**src/rtl/result_writeback.sv**
```systemverilog
`default_nettype none
// ============================================================================
// Module   : result_writeback
// Purpose  : Collects per-job ALU results through a small FIFO and writes
//            them to consecutive result-memory addresses when granted.
// Revision : 1.0 - initial release
// ============================================================================
module result_writeback #(
    parameter int                ADDR_W     = 8,
    parameter int                NUM_RES    = 16,
    parameter logic [ADDR_W-1:0] BASE_ADDR  = '0,
    parameter int                FIFO_DEPTH = 4
) (
    input  logic              clk,
    input  logic              rst,
    input  logic              start,
    input  logic [19:0]       sum,
    input  logic              web,
    input  logic              mem_gnt,
    output logic              mem_we,
    output logic [ADDR_W-1:0] mem_addr,
    output logic [31:0]       mem_wdata,
    output logic              busy,
    output logic              done,
    output logic              ovf,
    output logic [7:0]        acc_cnt
);

    localparam int         c_PTR_W   = $clog2(FIFO_DEPTH);
    localparam int         c_CNT_W   = c_PTR_W + 1;
    localparam logic [7:0] c_NUM_RES = 8'(NUM_RES);

    localparam logic [1:0] c_IDLE  = 2'd0;
    localparam logic [1:0] c_RUN   = 2'd1;
    localparam logic [1:0] c_DRAIN = 2'd2;
    localparam logic [1:0] c_DONE  = 2'd3;

    logic [1:0]         r_state;
    logic [1:0]         w_state_nxt;

    logic [19:0]        r_fifo [FIFO_DEPTH];
    logic [c_PTR_W-1:0] r_wr_ptr;
    logic [c_PTR_W-1:0] r_rd_ptr;
    logic [c_CNT_W-1:0] r_count;
    logic [ADDR_W-1:0]  r_widx;
    logic               r_ovf;
    logic [7:0]         r_acc_cnt;

    logic w_empty;
    logic w_full;
    logic w_accept;
    logic w_push;
    logic w_pop;
    logic w_drop;
    logic w_clear;
    logic w_last;

    assign w_empty  = (r_count == '0);
    assign w_full   = (r_count == c_CNT_W'(FIFO_DEPTH));
    assign w_accept = (r_state == c_RUN) && web;
    assign w_pop    = mem_we;
    // A full FIFO can still take a beat when the head leaves on the same edge.
    assign w_push   = w_accept && (!w_full || w_pop);
    assign w_drop   = w_accept && w_full && !w_pop;
    assign w_clear  = (r_state == c_IDLE) && start;
    assign w_last   = w_accept && (r_acc_cnt == c_NUM_RES - 8'd1);

    // ---------------------------------------------------------------- state
    always_ff @(posedge clk or negedge rst) begin
        if (!rst) begin
            r_state <= c_IDLE;
        end else begin
            r_state <= w_state_nxt;
        end
    end

    always_comb begin
        w_state_nxt = r_state;
        case (r_state)
            c_IDLE:  if (start)              w_state_nxt = c_RUN;
            c_RUN:   if (w_last)             w_state_nxt = c_DRAIN;
            c_DRAIN: if (w_empty && !w_pop)  w_state_nxt = c_DONE;
            c_DONE:                          w_state_nxt = c_IDLE;
            default:                         w_state_nxt = c_IDLE;
        endcase
    end

    always_comb begin
        busy   = 1'b0;
        done   = 1'b0;
        mem_we = 1'b0;
        case (r_state)
            c_RUN, c_DRAIN: begin
                busy   = 1'b1;
                mem_we = !w_empty && mem_gnt;
            end
            c_DONE:  done = 1'b1;
            default: ;
        endcase
    end

    // ------------------------------------------------------------- datapath
    always_ff @(posedge clk or negedge rst) begin
        if (!rst) begin
            r_wr_ptr  <= '0;
            r_rd_ptr  <= '0;
            r_count   <= '0;
            r_widx    <= '0;
            r_ovf     <= 1'b0;
            r_acc_cnt <= '0;
        end else if (w_clear) begin
            r_wr_ptr  <= '0;
            r_rd_ptr  <= '0;
            r_count   <= '0;
            r_widx    <= '0;
            r_ovf     <= 1'b0;
            r_acc_cnt <= '0;
        end else begin
            if (w_push) begin
                r_wr_ptr <= r_wr_ptr + c_PTR_W'(1);
            end
            if (w_pop) begin
                r_rd_ptr <= r_rd_ptr + c_PTR_W'(1);
                r_widx   <= r_widx + ADDR_W'(1);
            end
            case ({w_push, w_pop})
                2'b10:   r_count <= r_count + c_CNT_W'(1);
                2'b01:   r_count <= r_count - c_CNT_W'(1);
                default: r_count <= r_count;
            endcase
            if (w_drop) begin
                r_ovf <= 1'b1;
            end
            if (w_accept && (r_acc_cnt < c_NUM_RES)) begin
                r_acc_cnt <= r_acc_cnt + 8'd1;
            end
        end
    end

    // Storage needs no reset: occupancy is reset, so stale entries are never read.
    always_ff @(posedge clk) begin
        if (w_push) begin
            r_fifo[r_wr_ptr] <= sum;
        end
    end

    assign mem_wdata = {12'b0, r_fifo[r_rd_ptr]};
    assign mem_addr  = BASE_ADDR + r_widx;
    assign ovf       = r_ovf;
    assign acc_cnt   = r_acc_cnt;

endmodule
`default_nettype wire

```
**config.mk**
```make
export PLATFORM = sky130hd
export DESIGN_NAME = result_writeback
export DESIGN_NICKNAME = d
export VERILOG_FILES = /design/src/rtl/result_writeback.sv
export SDC_FILE = /design/constraint.sdc
export NUM_CORES = 1
export LEC_CHECK = 0
export CORE_ASPECT_RATIO = 1.2
export CORE_MARGIN = 10
export CORE_UTILIZATION = 45
export DETAILED_ROUTE_END_ITERATION = 6
export GPL_ROUTABILITY_DRIVEN = 0
export HOLD_SLACK_MARGIN = 0.02
export PLACE_DENSITY = 0.8
export SLEW_MARGIN = 20
export SYNTH_ARGS = -nofsm -noshare
export SYNTH_HDL_FRONTEND = slang
export SYNTH_SLANG_ARGS = --single-unit
export TNS_END_PERCENT = 10
```
**constraint.sdc**
```tcl
create_clock -name clk -period 5.9 [get_ports clk]
set_input_delay 1.475 -clock clk [delete_from_list [all_inputs] [get_ports clk]]
set_output_delay 1.475 -clock clk [all_outputs]
set_load 0.05 [all_outputs]
```
==> flow_metrics.env <==
export IMPL_grt_pass1_wl_um=14000
export IMPL_drive_gt1_share_pct=12.7
export IMPL_path_clk_slew_ns=0.07
export IMPL_synth_top_area_share_pct=54.1
export IMPL_finalCritPeriodShare_pct=81.7
export IMPL_netlist_area_sq_um=4440
export IMPL_hold_ws_ns=0.519
export IMPL_tightest_slew_ns=1.08
export IMPL_cts_sinks=106
export IMPL_grt_max_degree=27
export IMPL_cts_max_level=3
export IMPL_critPathArrivalTime_ns=3.34
export IMPL_synth_common_cells="edfxtp_1 (80), dfrtp_1 (26), nor2_1 (21)"
export IMPL_fin_skew_ns=0.00883
export IMPL_p_total_w=0.00260
export IMPL_setup_tns_ns=0
export IMPL_ys_types=44
export IMPL_cts_made_buffers=9
export IMPL_dieArea_sq_um=14300
export IMPL_core_sq_um=9560
export IMPL_async_reset_ff_share_pct=24.5
export IMPL_critPathCaptureType="output pin"
export IMPL_first_iter_violations=80
export IMPL_wire_per_inst_um=18.5
export IMPL_max_cap_viol_count=0
export IMPL_leakage_nw=1.94
export IMPL_num_antenna_cells=0
export IMPL_initial_utilization_pct=46.5
export IMPL_drv_slew=0
export IMPL_min_period_ns=4.82
export IMPL_cts_path_max_buffers=2
export IMPL_yosysWarnings=0
export IMPL_overflow=0
export IMPL_clock_latency_ns=0.34
export IMPL_drc=0
export IMPL_io_pins=77
export IMPL_chipWidth_um=111
export IMPL_rsz0062_at_grt="no"
export IMPL_setup_violations=0
export IMPL_grt_pass1_vias=2711
export IMPL_area_growth_syn_to_layout_pct=22.7
export IMPL_worst_ep_required_time_ns=4.43
export IMPL_die_y_um=129
export IMPL_cts_setup_buffers=0
export IMPL_cts_hold_buf=0
export IMPL_drt_pass1_iter_count=4
export IMPL_synth_seq_cells=106
export IMPL_synth_seq_area_share_pct=68.7
export IMPL_hold_class="flip-flop to flip-flop"
export IMPL_yosys_area_top_type="edfxtp_1"
export IMPL_synth_area_leaders="edfxtp_1 (54%), dfrtp_1 (15%), mux4_2 (10%)"
export IMPL_cts_tree="yes"
export IMPL_cts_resized=0
export IMPL_critical_path_class="primary input to output pin"
export IMPL_io_buffers=64
export IMPL_root_buffer="clkbuf_16"
export IMPL_rows=39
export IMPL_viasPerCell=5.31
export IMPL_yosysMostFrequentCell="edfxtp_1"
export IMPL_hold_viol=0
export IMPL_synth_edf_count=80
export IMPL_drt_wl_total_um=8560
export IMPL_power_density_nw_per_um2=477
export IMPL_num_vias=2455
export IMPL_postSynthAreaPerCell_sq_um=16.6
export IMPL_antenna_left=0
export IMPL_final_nets=371
export IMPL_syn_inst=267
export IMPL_max_vdd_ir_drop_mv=0.420
export IMPL_antenna_found_initial=0
export IMPL_hpwl_um=5890
export IMPL_maxSlewHeadroom_pct=28.2
export IMPL_groute_usage_overall_pct=12.1
export IMPL_startpoint_type="primary input"
export IMPL_cp_max_fo=8
export IMPL_status="completed"
export IMPL_ys_dominant_reg_cell="edfxtp_1"
export IMPL_max_clock_freq_mhz=208
## cells in the final DEF, fill, tap and decap left out, drive strengths merged, types with 6 or more instances in the layout
cell / instances
nor2: 21
nand3: 7
ha: 11
edfxtp: 80
xnor2: 10
clkbuf: 10
inv: 10
nand2: 10
mux4: 20
dfrtp: 26
clkdlybuf4s50: 64
conb: 12
and2: 6
## worst max-delay path, cell delays in order
cell and delay [ns]:
clkdlybuf4s50_1 0.65, o311ai_4 0.20, inv_2 0.18, clkdlybuf4s50_1 0.83
## routing by layer
| layer | up-vias | GRT usage, % | wire (um) | share of wire, % |
|---|---|---|---|---|
| met5 | - | 0 | 0 | 0 |
| met3 | 8 | 4.32 | 524 | 6.1 |
| met1 | 1251 | 13.2 | 3380 | 39 |
| met2 | 69 | 21.6 | 4570 | 53 |
| li1 | 1127 | - | - | - |
| met4 | 0 | 3.99 | 88 | 1.0 |
## sequential cells by signal, indices dropped and copies added (netlist names)
| register | count |
|---|---|
| r_state | 2 |
| ovf | 1 |
| r_wr_ptr | 2 |
| acc_cnt | 8 |
| r_count | 3 |
| r_fifo | 80 |
| r_widx | 8 |
| r_rd_ptr | 2 |
## layout make-up
| type | count | area, sq um |
|---|---|---|
| well taps | 123 | 154 |
| clock inverters | 6 | 57.6 |
| clock buffers | 10 | 229 |
| fillers | 779 | 4110 |
| inverters | 7 | 26.3 |
| repair buffers | 66 | 656 |
| flip-flops and latches | 106 | 3050 |
| multi-input cells | 144 | 1280 |
## logic make-up after synthesis
kind of cell / count (synthesis) / synth area share (%)
compound gates: 20 / 3.46
xor+xnor: 14 / 2.76
fa+ha+maj: 12 / 3.55
buf+inv: 28 / 3.46
flops: 106 / 68.7
mux: 23 / 10.8
other cells: 1 / 0.0844
simple gates: 63 / 7.15
## per-stage QoR
step | instance area (sq um) | cells | worst slack (ns) | util (%)
finish | 5460 | 462 | 1.08 | 57.0
detailed placement | 5170 | 446 | 1.08 | 54.0
floorplan | 4490 | 278 | 2.52 | -
global placement | 5170 | 446 | 1.11 | 54.0
CTS | 5450 | 462 | 1.08 | 57.0
global route | 5460 | 462 | 0.971 | 57.0
## path summary, 6_finish.rpt
path	start	to	slack (ns)	cells after the start
worst min-delay path	ovf	ovf	0.52	2
worst max register to register	r_state[0]	r_fifo[3][11]	3.05	5
max in group asynchronous	rst	r_count[0]	4.15	2
min in group asynchronous	rst	r_widx[0]	1.50	2
worst max-delay path	mem_gnt	mem_we	1.08	4
worst min register to register	ovf	ovf	0.52	2
## report_power, final
part / switching (W) / internal [W] / total [W] / leakage, nW
combinational: 0.000661 / 0.000394 / 0.00105 / 0.728
clock: 0.000269 / 0.000296 / 0.000565 / 0.141
sequential: 0.0000882 / 0.000893 / 0.000982 / 1.07
Power figures use the tool's default switching activity.
